===== src/rtl/f2h_event_reporter.sv =====
// f2h_event_reporter: host-bound half of the MMIO link.
// Captures completion events (move done, load/store done, control unit finished), timestamps
// them, queues them in a small FIFO and sends one 32-bit event word at a time to the host. The
// host must acknowledge each word. An unacknowledged word is sent again on timeout and dropped
// after MaxRetry retransmissions.
// Ports:
//   clk_i          system clock
//   rst_ni         synchronous active-low reset
//   enable_i       event capture enable
//   move_done_i    level; a rising edge raises event code 1
//   ldst_done_i    level; a rising edge raises event code 2
//   cu_running_i   level; a falling edge raises event code 3
//   h2f_pio32_i    host write data; acks use opcode AckCode in [31:28] and the seq in [27:24]
//   h2f_write_i    host write strobe
//   f2h_pio32_o    event word {code[3:0], seq[3:0], timestamp[23:0]}
//   f2h_write_o    one-cycle strobe for each (re)transmission
//   busy_o         transmitter active or FIFO non-empty
//   overflow_o     sticky; an event was lost
//   drop_cnt_o     saturating count of words dropped after retries
module f2h_event_reporter #(
   parameter int unsigned FifoDepth = 8,
   parameter int unsigned Timeout   = 1024,
   parameter int unsigned MaxRetry  = 3,
   parameter logic [3:0]  AckCode   = 4'hE
) (
   input  logic        clk_i,
   input  logic        rst_ni,
   input  logic        enable_i,
   input  logic        move_done_i,
   input  logic        ldst_done_i,
   input  logic        cu_running_i,
   input  logic [31:0] h2f_pio32_i,
   input  logic        h2f_write_i,
   output logic [31:0] f2h_pio32_o,
   output logic        f2h_write_o,
   output logic        busy_o,
   output logic        overflow_o,
   output logic [7:0]  drop_cnt_o
);

   // The word format fixes the timestamp at 24 bits.
   localparam int unsigned TsW  = 24;
   localparam int unsigned PtrW = $clog2(FifoDepth);
   localparam int unsigned TmoW = $clog2(Timeout);
   localparam int unsigned RtyW = $clog2(MaxRetry + 2);

   localparam logic [3:0] CodeMove = 4'h1;
   localparam logic [3:0] CodeLdst = 4'h2;
   localparam logic [3:0] CodeCu   = 4'h3;
   localparam logic [3:0] CodeOvf  = 4'hF;

   typedef enum logic [1:0] {StIdle, StSend, StWaitAck} state_e;

   state_e            state_q, state_d;
   logic [TsW-1:0]    ts_q;
   logic [3:0]        seq_q;
   logic              prev_move_q, prev_ldst_q, prev_cu_q;
   logic [2:0]        pend_q, pend_d;
   logic [TsW-1:0]    pend_ts_q [3];
   logic [TsW-1:0]    pend_ts_d [3];
   logic              pend_f_q, pend_f_d;
   logic [TsW-1:0]    pend_f_ts_q, pend_f_ts_d;
   logic              overflow_q, overflow_d;
   logic [31:0]       mem_q [FifoDepth];
   logic [PtrW:0]     wptr_q, rptr_q;
   logic [31:0]       out_q, out_d;
   logic [TmoW-1:0]   tmo_q, tmo_d;
   logic [RtyW-1:0]   retry_q, retry_d;
   logic [7:0]        drop_q, drop_d;

   logic [2:0]  ev, clr, lost;
   logic        clr_f, push, pop, fifo_full, fifo_empty, ack;
   logic [31:0] push_word;
   logic        unused_h2f;

   assign unused_h2f = ^h2f_pio32_i[23:0];

   assign ev[0] = enable_i & move_done_i & ~prev_move_q;
   assign ev[1] = enable_i & ldst_done_i & ~prev_ldst_q;
   assign ev[2] = enable_i & ~cu_running_i & prev_cu_q;

   assign fifo_empty = (wptr_q == rptr_q);
   assign fifo_full  = (wptr_q[PtrW] != rptr_q[PtrW]) &&
                       (wptr_q[PtrW-1:0] == rptr_q[PtrW-1:0]);

   // Fixed-priority push arbiter: code 1 > code 2 > code 3 > code F.
   always_comb begin
      push      = 1'b0;
      clr       = '0;
      clr_f     = 1'b0;
      push_word = '0;
      if (!fifo_full) begin
         if (pend_q[0]) begin
            push      = 1'b1;
            clr[0]    = 1'b1;
            push_word = {CodeMove, seq_q, pend_ts_q[0]};
         end else if (pend_q[1]) begin
            push      = 1'b1;
            clr[1]    = 1'b1;
            push_word = {CodeLdst, seq_q, pend_ts_q[1]};
         end else if (pend_q[2]) begin
            push      = 1'b1;
            clr[2]    = 1'b1;
            push_word = {CodeCu, seq_q, pend_ts_q[2]};
         end else if (pend_f_q) begin
            push      = 1'b1;
            clr_f     = 1'b1;
            push_word = {CodeOvf, seq_q, pend_f_ts_q};
         end
      end
   end

   // A flag cleared by this cycle's push may be re-set by a same-cycle edge without loss.
   always_comb begin
      pend_d = '0;
      lost   = '0;
      for (int i = 0; i < 3; i++) begin
         pend_ts_d[i] = pend_ts_q[i];
         lost[i]      = ev[i] & pend_q[i] & ~clr[i];
         pend_d[i]    = (pend_q[i] & ~clr[i]) | ev[i];
         if (ev[i] && !(pend_q[i] && !clr[i])) begin
            pend_ts_d[i] = ts_q;
         end
      end
      // The overflow notice is one-shot: it keeps the first lost timestamp until pushed.
      pend_f_d    = (pend_f_q & ~clr_f) | (|lost);
      pend_f_ts_d = pend_f_ts_q;
      if ((|lost) && !(pend_f_q && !clr_f)) begin
         pend_f_ts_d = ts_q;
      end
      overflow_d = overflow_q | (|lost);
   end

   // Transmit FSM.
   always_comb begin
      state_d     = state_q;
      out_d       = out_q;
      tmo_d       = tmo_q;
      retry_d     = retry_q;
      drop_d      = drop_q;
      pop         = 1'b0;
      f2h_write_o = 1'b0;
      ack = h2f_write_i && (h2f_pio32_i[31:28] == AckCode) &&
            (h2f_pio32_i[27:24] == out_q[27:24]);
      unique case (state_q)
         StIdle: begin
            if (!fifo_empty) begin
               pop     = 1'b1;
               out_d   = mem_q[rptr_q[PtrW-1:0]];
               retry_d = '0;
               state_d = StSend;
            end
         end
         StSend: begin
            f2h_write_o = 1'b1;
            tmo_d       = '0;
            state_d     = StWaitAck;
         end
         StWaitAck: begin
            if (ack) begin
               state_d = StIdle;
            end else if (tmo_q == TmoW'(Timeout - 1)) begin
               if (retry_q < RtyW'(MaxRetry)) begin
                  retry_d = retry_q + RtyW'(1);
                  state_d = StSend;
               end else begin
                  if (drop_q != 8'hFF) begin
                     drop_d = drop_q + 8'd1;
                  end
                  state_d = StIdle;
               end
            end else begin
               tmo_d = tmo_q + TmoW'(1);
            end
         end
         default: state_d = StIdle;
      endcase
   end

   always_ff @(posedge clk_i) begin
      if (!rst_ni) begin
         state_q     <= StIdle;
         ts_q        <= '0;
         seq_q       <= '0;
         prev_move_q <= 1'b0;
         prev_ldst_q <= 1'b0;
         prev_cu_q   <= 1'b0;
         pend_q      <= '0;
         for (int i = 0; i < 3; i++) begin
            pend_ts_q[i] <= '0;
         end
         pend_f_q    <= 1'b0;
         pend_f_ts_q <= '0;
         overflow_q  <= 1'b0;
         wptr_q      <= '0;
         rptr_q      <= '0;
         out_q       <= '0;
         tmo_q       <= '0;
         retry_q     <= '0;
         drop_q      <= '0;
      end else begin
         state_q     <= state_d;
         ts_q        <= ts_q + TsW'(1);
         prev_move_q <= move_done_i;
         prev_ldst_q <= ldst_done_i;
         prev_cu_q   <= cu_running_i;
         pend_q      <= pend_d;
         for (int i = 0; i < 3; i++) begin
            pend_ts_q[i] <= pend_ts_d[i];
         end
         pend_f_q    <= pend_f_d;
         pend_f_ts_q <= pend_f_ts_d;
         overflow_q  <= overflow_d;
         out_q       <= out_d;
         tmo_q       <= tmo_d;
         retry_q     <= retry_d;
         drop_q      <= drop_d;
         if (push) begin
            wptr_q <= wptr_q + (PtrW + 1)'(1);
            seq_q  <= seq_q + 4'd1;
         end
         if (pop) begin
            rptr_q <= rptr_q + (PtrW + 1)'(1);
         end
      end
   end

   // FIFO storage needs no reset; the pointers define validity.
   always_ff @(posedge clk_i) begin
      if (push) begin
         mem_q[wptr_q[PtrW-1:0]] <= push_word;
      end
   end

   assign f2h_pio32_o = out_q;
   assign busy_o      = (state_q != StIdle) || !fifo_empty;
   assign overflow_o  = overflow_q;
   assign drop_cnt_o  = drop_q;

endmodule


===== config.mk =====
export PLATFORM = sky130hd
export DESIGN_NAME = f2h_event_reporter
export DESIGN_NICKNAME = d
export VERILOG_FILES = /design/src/rtl/f2h_event_reporter.sv
export SDC_FILE = /design/constraint.sdc
export NUM_CORES = 1
export LEC_CHECK = 0
export ABC_AREA = 1
export ABC_CLOCK_PERIOD_IN_PS = 8050
export CORE_ASPECT_RATIO = 2
export CORE_MARGIN = 3
export CORE_UTILIZATION = 45
export CTS_BUF_LIST = sky130_fd_sc_hd__clkbuf_4 sky130_fd_sc_hd__clkbuf_8
export DETAILED_ROUTE_END_ITERATION = 6
export REMOVE_ABC_BUFFERS = 1
export SLEW_MARGIN = 5
export SYNTH_ARGS = -nofsm -noshare
export SYNTH_HDL_FRONTEND = slang
export SYNTH_SLANG_ARGS = --single-unit

===== constraint.sdc =====
create_clock -name clk_i -period 8.05 [get_ports clk_i]
set_input_delay 0.805 -clock clk_i [delete_from_list [all_inputs] [get_ports clk_i]]
set_output_delay 0.805 -clock clk_i [all_outputs]
set_load 0.1 [all_outputs]

==> results of run 1 <==
## final timing paths
kind / start / to / slack (ns) / cells after the start
worst max-delay path: rptr_q[1] / busy_o / 3.80 / 7
worst min-delay path: retry_q[2] / retry_q[2] / 0.47 / 2
worst max register to register: rptr_q[1] / mem_q[2][13] / 3.90 / 10
worst min register to register: retry_q[2] / retry_q[2] / 0.47 / 2
## flip-flops by register name (all words and copies together) (netlist names), 3 cells and up
name,flops
tmo_q,10
f2h_pio32_o,31
rptr_q,4
drop_cnt_o,8
mem_q,248
wptr_q,4
pend_f_ts_q,24
retry_q,3
seq_q,4
pend_ts_q,72
ts_q,24
pend_q,3
## synth_stat cells, types with 2 or more instances
cell type / instances / area, um^2
inv_1: 108 / 405
ha_1: 7 / 87.6
o22ai_1: 32 / 200
nor4_1: 3 / 18.8
o21ai_1: 32 / 160
buf_6: 7 / 78.8
o211ai_1: 24 / 180
buf_1: 3 / 11.3
nand2_4: 2 / 22.5
inv_2: 9 / 33.8
nand3_1: 69 / 345
xor2_1: 12 / 105
a21oi_1: 127 / 636
a221oi_1: 24 / 210
nand2_1: 242 / 908
nor3_1: 37 / 185
nand3b_1: 5 / 37.5
edfxtp_1: 248 / 7450
dfxtp_1: 194 / 3880
buf_2: 22 / 110
clkinv_1: 3 / 11.3
a31oi_1: 31 / 194
nand4_1: 5 / 31.3
buf_4: 11 / 82.6
clkbuf_1: 74 / 278
nand2_2: 7 / 43.8
xnor2_1: 4 / 35.0
o21ai_0: 212 / 1060
nor2_1: 331 / 1240
nor2_2: 4 / 25.0
## worst max-delay path: stages (launching register included)
cell and delay, ns:
dfxtp_2 0.66, inv_2 0.45, nand2_1 0.17, nand2_1 0.10, nand2_1 0.12, nor2_4 0.06
nand3_1 0.11, clkdlybuf4s50_1 1.15
## layout make-up
type | instances | area, um^2
Sequential cell | 442 | 11300
Tap cell | 525 | 657
Antenna cell | 1 | 2.50
Fill cell | 3768 | 19300
Clock inverter | 20 | 176
Clock buffer | 92 | 1120
Inverter | 121 | 457
Multi-Input combinational cell | 1221 | 5910
Timing Repair Buffer | 77 | 718
## where the power goes
group | total [mW] | internal, mW | switching, mW | leakage (nW)
registers | 2.66 | 2.53 | 0.127 | 3.86
clock network | 1.82 | 0.986 | 0.829 | 0.698
logic | 1.91 | 0.460 | 1.45 | 2.78
## per-layer routing
metal | up-vias | share of wire (%)
met5 | - | 0
met4 | 0 | 3.1
met3 | 97 | 3.8
met2 | 328 | 56
met1 | 6532 | 37
li1 | 6606 | -
## per-stage QoR
| stage | total power [mW] | hold slack [ns] |
|---|---|---|
| 6_report | 6.39 | 0.473 |
| 5_1_grt | 6.69 | 0.504 |
| 4_1_cts | 6.44 | 0.480 |
| 3_5_place_dp | 4.63 | 0.470 |
| 3_3_place_gp | 4.60 | 0.444 |
| 2_1_floorplan | 4.06 | 0.428 |
## cell families after synthesis
group	Yosys count	synth area share [%]
xor+xnor	17	0.860
compound gates	486	14.7
fa+ha+maj	7	0.481
simple gates	711	16.1
buf+inv	238	5.58
flops	442	62.3
## layout by cell type, fill, tap and decap left out, types with 24 or more instances in the layout
master / Yosys / layout
nand2_1: 242 / 242
o211ai_1: 24 / 24
o21ai_1: 32 / 32
a21oi_1: 127 / 127
edfxtp_1: 248 / 248
a221oi_1: 24 / 24
clkdlybuf4s50_1: 0 / 56
inv_1: 108 / 108
nand3_1: 69 / 69
nor2_1: 331 / 324
clkbuf_8: 0 / 69
o22ai_1: 32 / 32
o21ai_0: 212 / 212
dfxtp_1: 194 / 192
nor3_1: 37 / 36
a31oi_1: 31 / 31
==> flow_metrics.py, run 1 <==
metrics = {
    "status": {
        "outcome": "complete, no violations",
    },
    "layout": {
        "drive_above_1_share_pct": 8.57,
        "layout.cells.non_filler": 2499,
        "area_delta_synth_final_pct": 12.0,
        "layout.nets": 1968,
        "fin_util_pct": 51.3,
        "design_area_mm2": 0.0204,
    },
    "power_and_ir_drop": {
        "power.leakage_nw": 7.34,
        "power_density_mw_per_mm2": 313,
        "ir_worst_vdd_mv": 0.144,
    },
    "drt": {
        "drtAntennaViolNets": 0,
        "wl_per_cell_um": 19.0,
        "vias": 13563,
        "routed_wl_um": 47400,
        "drt_iter0_markers": 994,
        "dr.pass1.iters": 5,
        "vias_per_cell": 5.43,
        "drc": 0,
    },
    "grt": {
        "grt.met1_usage_pct": 23.0,
        "grt_pass1_wl_um": 73000,
        "overflow": 0,
        "busiest_layer": "met2",
        "use_met2_pct": 41.8,
        "grt_antenna_before_repair": 1,
        "met3_usage_pct": 2.90,
        "grt_usage_pct": 21.5,
        "grt_pass1_vias": 13457,
        "grt_start_max_net_pins": 100,
    },
    "sta": {
        "slew_violations": 0,
        "finalCritPeriodShare_pct": 52.8,
        "slew_headroom_pct": 24.2,
        "fin_tns_setup_ns": 0,
        "setup_slack_ns": 3.80,
        "hold_viol": 0,
        "clock.fmax_mhz": 235,
        "min_period_ns": 4.25,
        "fin_skew_ns": 0.0317,
        "rsz0062_at_grt": "no",
        "tightest_slew_ns": 1.13,
        "setup_viol": 0,
    },
    "placed_design": {
        "dp_cells": 2386,
        "dpl_worst_slack_ns": 3.96,
        "io_buffers": 57,
        "dp_hpwl_um": 26800,
        "placed_cell_area_mm2": 0.0191,
        "gp_congestion": 0.827,
    },
    "clock_tree": {
        "clock_path_buffers": 3,
        "clk_pin_slew_ns": 0.07,
        "clock_latency_ns": 0.63,
        "cts_max_level": 2,
        "cts.sinks": 442,
        "cts_resized": 0,
        "cts-root-buf": "clkbuf_8",
        "postCtsHoldBufs": 0,
        "post_cts_buffers": 0,
        "cts_tree": "yes",
        "numCtsBuffers": 59,
    },
    "critical_path": {
        "cp-end-kind": "output pin",
        "worstSetupStartpointType": "flop",
        "crit_arrival_ns": 3.45,
        "critPathKind": "reg -> out",
        "crit_required_ns": 7.24,
        "critPathMaxFanout": 33,
    },
    "floorplanning": {
        "core-area_mm2": 0.0397,
        "ioPinCount": 82,
        "die_x_um": 148,
        "start_util_pct": 45.8,
        "die_y_um": 290,
        "row_count": 103,
        "fp.dieArea_mm2": 0.0430,
    },
    "synth": {
        "ys_ff_latch": 442,
        "ys_warn_count": 0,
        "synthArstFlopShare_pct": 0,
        "ys_seq_area_share_pct": 62.3,
        "netlist_area_mm2": 0.0182,
        "synth_top_flop_cell": "edfxtp_1",
        "synth_edf_count": 248,
        "syn_avg_cell_area_um2": 9.57,
        "synth_cell_types": 42,
        "synthCells": 1901,
    },
    "flow_run": {
        "max_cap_violations": 0,
    },
    "worst_hold_path": {
        "hold_class": "reg -> reg",
    },
}
No activity file was read; power rests on OpenSTA's default activity.
==> inputs of run 2 (changes only) <==
--- a/config.mk
+++ b/config.mk
@@ -6,7 +6,7 @@
 export NUM_CORES = 1
 export LEC_CHECK = 0
 export ABC_AREA = 1
-export ABC_CLOCK_PERIOD_IN_PS = 8050
+export ABC_CLOCK_PERIOD_IN_PS = 4200
 export CORE_ASPECT_RATIO = 2
 export CORE_MARGIN = 3
 export CORE_UTILIZATION = 45
==> constraint.sdc (replaced) <==
create_clock -name clk_i -period 4.2 [get_ports clk_i]
set_input_delay 0.42 -clock clk_i [delete_from_list [all_inputs] [get_ports clk_i]]
set_output_delay 0.42 -clock clk_i [all_outputs]
set_load 0.1 [all_outputs]
==> run 2 against run 1 <==
  * Clock power up 93%
  * Register-to-register slack worse by 2.5 ns
  * Cell count rose by 0.28%
  * Clock-buffer cell count up 3
  * Core utilization up 0.27 points
  * Critical path type unchanged
  * Largest power group unchanged
  * Highest routed layer unchanged
==> flow_metrics.py, run 2 (synthesis results as in run 1) <==
metrics = {
    "status": {
        "outcome": "complete, no violations",
    },
    "power_and_ir_drop": {
        "ir_worst_vdd_mv": 0.293,
        "comb_power_share_pct": 30.1,
        "power_density_mw_per_mm2": 601,
        "power.leakage_nw": 7.39,
        "clock_power_share_pct": 28.6,
        "seqPwrFrac_pct": 41.3,
        "p_sw_share_pct": 37.5,
        "p_switching_mw": 4.61,
        "internal_power_mw": 7.69,
    },
    "clock_tree": {
        "cts-root-buf": "clkbuf_8",
        "cts_tree": "yes",
        "clk_pin_slew_ns": 0.07,
        "numCtsBuffers": 60,
        "clock_path_buffers": 3,
        "cts_max_level": 2,
        "cts_resized": 0,
        "cts.sinks": 442,
        "post_cts_buffers": 0,
        "clock_latency_ns": 0.63,
        "postCtsHoldBufs": 0,
    },
    "placed_design": {
        "dpl_worst_slack_ns": 1.40,
        "dp_hpwl_um": 27400,
        "io_buffers": 57,
        "gp_congestion": 0.844,
    },
    "sta": {
        "finalCritPeriodShare_pct": 68.3,
        "slew_violations": 0,
        "hold_viol": 0,
        "fin_skew_ns": 0.0267,
        "min_period_ns": 2.87,
        "setup_slack_ns": 1.33,
        "clock.fmax_mhz": 349,
        "slew_headroom_pct": 26.2,
        "setup_viol": 0,
        "tightest_slew_ns": 1.11,
        "rsz0062_at_grt": "no",
    },
    "critical_path": {
        "cp.depth": 3,
        "crit_arrival_ns": 2.45,
        "worstSetupStartpointType": "flop",
        "crit_required_ns": 3.78,
        "critPathSlowestCell": "clkdlybuf4s50_1",
        "cp-end-kind": "output pin",
        "reg2reg_depth": 11,
        "critPathMaxFanout": 4,
        "crit_family": "buffers and inverters",
        "critPathKind": "reg -> out",
        "cp_cell_sequence": "inv_1, nor2_1, clkdlybuf4s50_1",
        "crit_buf_inv": 2,
        "slowest_delay_ns": 1.18,
    },
    "layout": {
        "layout.nets": 1976,
        "largest_register_ffs": 248,
        "fin_util_pct": 51.6,
        "fillCellCount": 3759,
        "area_delta_synth_final_pct": 12.6,
        "drive_above_1_share_pct": 8.94,
        "layout_commonest_cell": "nor2_1",
        "final_cell_mix": "nor2_1 (324), edfxtp_1 (248), nand2_1 (242), o21ai_0 (212), dfxtp_1 (192)",
    },
    "floorplanning": {
        "fp.dieArea_mm2": 0.0430,
        "die_y_um": 290,
        "row_count": 103,
        "ioPinCount": 82,
        "die_x_um": 148,
        "core-area_mm2": 0.0397,
        "start_util_pct": 45.8,
    },
    "grt": {
        "grt_antenna_before_repair": 1,
        "grt_pass1_wl_um": 73600,
        "grt_usage_pct": 21.6,
        "overflow": 0,
        "grt_start_max_net_pins": 153,
        "grt_pass1_vias": 13434,
    },
    "drt": {
        "wl_per_cell_um": 18.9,
        "drt_iter0_markers": 997,
        "vias": 13723,
        "drtAntennaViolNets": 0,
        "vias_per_cell": 5.48,
        "drc": 0,
        "routed_wl_um": 47300,
        "dr.pass1.iters": 6,
    },
    "worst_hold_path": {
        "hold_class": "in -> reg",
        "whs_path_depth": 3,
    },
    "flow_run": {
        "max_cap_violations": 0,
    },
}
-- run 2: cell types whose count changed in the layout (fill, tap and decap cells not counted), moves of 2 or more --
cell and delta:
buf_4 +5, buf_12 +3, clkinv_2 -3, clkbuf_8 +2
-- run 2: layout make-up --
class	count	area, um^2	share of cell area, %
clock buffer	95	1160	5.65
inverter	121	457	2.23
clock inverter	17	160	0.782
tap	525	657	3.21
antenna	1	2.50	0.0122
multi-input combinational	1221	5910	28.8
sequential	442	11300	55.3
timing repair buffer	84	806	3.93
-- run 2: final timing paths --
check / slack [ns] / end / from
max: 1.33 / f2h_write_o / state_q[0]
max reg2reg: 1.43 / pend_ts_q[0][59] / rptr_q[1]
min: 0.34 / prev_move_q / move_done_i
min reg2reg: 0.46 / retry_q[2] / retry_q[2]
-- run 2: power by group through the flow --
stage | clock (mW) | sequential [mW] | combinational (mW)
6_report | 3.52 | 5.08 | 3.71
5_1_grt | 3.79 | 5.11 | 3.99
4_1_cts | 3.60 | 5.08 | 3.74
3_5_place_dp | 0 | 5.17 | 3.74
3_3_place_gp | 0 | 5.16 | 3.67
2_1_floorplan | 0 | 6.29 | 1.49
-- run 2: worst min-delay path, stage by stage --
cell and delay, ns:
clkdlybuf4s50_1 0.41, nand2_1 0.06, inv_1 0.03
-- run 2: metrics by stage --
stage	setup TNS [ns]	std cells	hold WS, ns	power (mW)	area [um^2]
floorplan	-253.25	1784	0.428	7.78	17600
global placement	0	2393	0.443	8.83	19200
detailed placement	0	2393	0.457	8.91	19200
CTS	0	2505	0.296	12.4	20500
global route	0	2506	0.341	12.9	20500
finish	0	2506	0.338	12.3	20500
-- run 2: routing by layer --
layer  global-route usage [%]  share of wire (%)  up-vias
met5                        0                  0        -
met4                     7.42                3.0        0
met3                     2.43                3.8       83
met2                     41.7                 54      326
met1                     24.1                 39     6688
li1                         -                  -     6626
==> inputs of run 3 (changes only) <==
--- a/config.mk
+++ b/config.mk
@@ -6,7 +6,7 @@
 export NUM_CORES = 1
 export LEC_CHECK = 0
 export ABC_AREA = 1
-export ABC_CLOCK_PERIOD_IN_PS = 4200
+export ABC_CLOCK_PERIOD_IN_PS = 2550
 export CORE_ASPECT_RATIO = 2
 export CORE_MARGIN = 3
 export CORE_UTILIZATION = 45
==> constraint.sdc (replaced) <==
create_clock -name clk_i -period 2.55 [get_ports clk_i]
set_input_delay 0.255 -clock clk_i [delete_from_list [all_inputs] [get_ports clk_i]]
set_output_delay 0.255 -clock clk_i [all_outputs]
set_load 0.1 [all_outputs]
==> run 3 against run 2 <==
  * Sequential share of layout area fell by 0.62 points
  * Via count fell by 0.74%
  * Total power rose by 63%
  * Clock skew barely moved
  * Register-to-register slack got worse by 1.2 ns
  * Critical path depth rose by 6
==> flow_metrics.py, run 3 (synthesis results as in run 1) <==
metrics = {
    "power_and_ir_drop": {
        "power_density_mw_per_mm2": 968,
        "finalPower_mw": 20.1,
        "ir_worst_vdd_mv": 0.447,
        "power.leakage_nw": 7.62,
    },
    "grt": {
        "grt_antenna_before_repair": 1,
        "grt_pass1_vias": 13378,
        "grt_usage_pct": 21.3,
        "grt_start_max_net_pins": 93,
        "grt_pass1_wl_um": 72800,
        "overflow": 0,
    },
    "flow_run": {
        "max_cap_violations": 0,
    },
    "sta": {
        "slew_headroom_pct": 55.4,
        "finalCritPeriodShare_pct": 90.1,
        "setup_slack_ns": 0.251,
        "hold_ws_ns": 0.0924,
        "hold_viol": 0,
        "min_period_ns": 2.30,
        "fin_skew_ns": 0.0269,
        "clock.fmax_mhz": 435,
        "tightest_slew_ns": 0.668,
        "slew_violations": 0,
        "setup_viol": 0,
        "rsz0062_at_grt": "no",
    },
    "layout": {
        "layout.area.seq_mm2": 0.0113,
        "final_cell_mix": "nor2_1 (324), edfxtp_1 (248), nand2_1 (242), o21ai_0 (212), dfxtp_1 (192)",
        "design_area_mm2": 0.0207,
        "fillCellCount": 3677,
        "drive_above_1_share_pct": 11.8,
        "largest_register_ffs": 248,
        "layout_commonest_cell": "nor2_1",
        "layout.nets": 2001,
        "multi_input_area_mm2": 0.00591,
        "area_delta_synth_final_pct": 13.8,
    },
    "drt": {
        "vias_per_cell": 5.38,
        "vias": 13621,
        "wl_per_cell_um": 18.4,
        "drt_iter0_markers": 925,
        "drc": 0,
        "routed_wl_um": 46500,
        "dr.pass1.iters": 5,
        "drtAntennaViolNets": 0,
    },
    "clock_tree": {
        "cts_resized": 0,
        "post_cts_buffers": 0,
        "clock_path_buffers": 3,
        "cts_tree": "yes",
        "postCtsHoldBufs": 0,
        "clock_latency_ns": 0.63,
        "clk_pin_slew_ns": 0.07,
        "cts-root-buf": "clkbuf_8",
        "numCtsBuffers": 58,
        "cts_max_level": 2,
        "cts.sinks": 442,
    },
    "status": {
        "outcome": "complete, no violations",
    },
    "placed_design": {
        "placed_cell_area_mm2": 0.0195,
        "io_buffers": 57,
        "gp_congestion": 0.833,
        "dpl_worst_slack_ns": 0.291,
        "dp_hpwl_um": 29300,
    },
    "critical_path": {
        "critPathMaxFanout": 26,
        "critPathKind": "reg -> reg",
        "worstSetupStartpointType": "flop",
        "cp-end-kind": "flop",
        "crit_arrival_ns": 2.60,
        "crit_required_ns": 2.85,
    },
    "floorplanning": {
        "fp.dieArea_mm2": 0.0430,
        "core-area_mm2": 0.0397,
        "start_util_pct": 45.8,
        "die_x_um": 148,
        "die_y_um": 290,
        "row_count": 103,
        "ioPinCount": 82,
    },
    "worst_hold_path": {
        "hold_class": "in -> reg",
    },
}
==> run 3: cell types whose count changed in the layout (fill, tap and decap cells not counted), sizes merged <==
cell and change:
buf +69, clkinv +12, clkinvlp -1, clkbuf -14, clkdlybuf4s50 -42
==> run 3: critical path, stage by stage, from the launching register on <==
cell and delay, ns:
dfxtp_1 0.41, inv_1 0.14, nand2_1 0.09, nand2_1 0.07
nand4_2 0.10, nand2_1 0.10, inv_1 0.17, nand2_1 0.26
nor3_2 0.35, buf_12 0.27
==> run 3: final timing paths <==
kind / start / endpoint / slack [ns] / cells after the start
max reg2reg: wptr_q[1] / mem_q[6][6] / 0.25 / 9
min reg2reg: retry_q[2] / retry_q[2] / 0.46 / 2
max: wptr_q[1] / mem_q[6][6] / 0.25 / 9
min: rst_ni / pend_f_ts_q[21] / 0.09 / 3
==> run 3: routing by layer <==
layer  wire length, um  track usage, %  vias to the layer above
met1             17800            23.3                     6523
met2             25500            40.7                      319
met5                 0               0                        -
li1                  -               -                     6674
met4              1710            8.84                        0
met3              1600            2.61                      105
==> run 3: final cells by class <==
| type | instances | area share, % |
|---|---|---|
| clock inverters | 28 | 0.985 |
| diodes | 1 | 0.0121 |
| repair buffers | 111 | 5.45 |
| flip-flops and latches | 442 | 54.7 |
| inverters | 121 | 2.21 |
| well taps | 525 | 3.17 |
| clock buffers | 81 | 4.93 |
| multi-input cells | 1221 | 28.5 |
==> run 3: through the flow <==
step / utilization (%) / instances / setup TNS [ns]
after global placement: 49.1 / 2420 / 0
after global routing: 52.2 / 2530 / 0
after CTS: 52.2 / 2529 / 0
after floorplan: - / 1784 / -1089.77
after detailed placement: 49.1 / 2420 / 0
final: 52.2 / 2530 / 0
==> run 3: power by group <==
part | leakage (nW) | total, mW | internal, mW | switching [mW]
logic | 3.10 | 6.22 | 1.55 | 4.68
registers | 3.86 | 8.31 | 8.00 | 0.314
clock network | 0.654 | 5.52 | 2.90 | 2.62
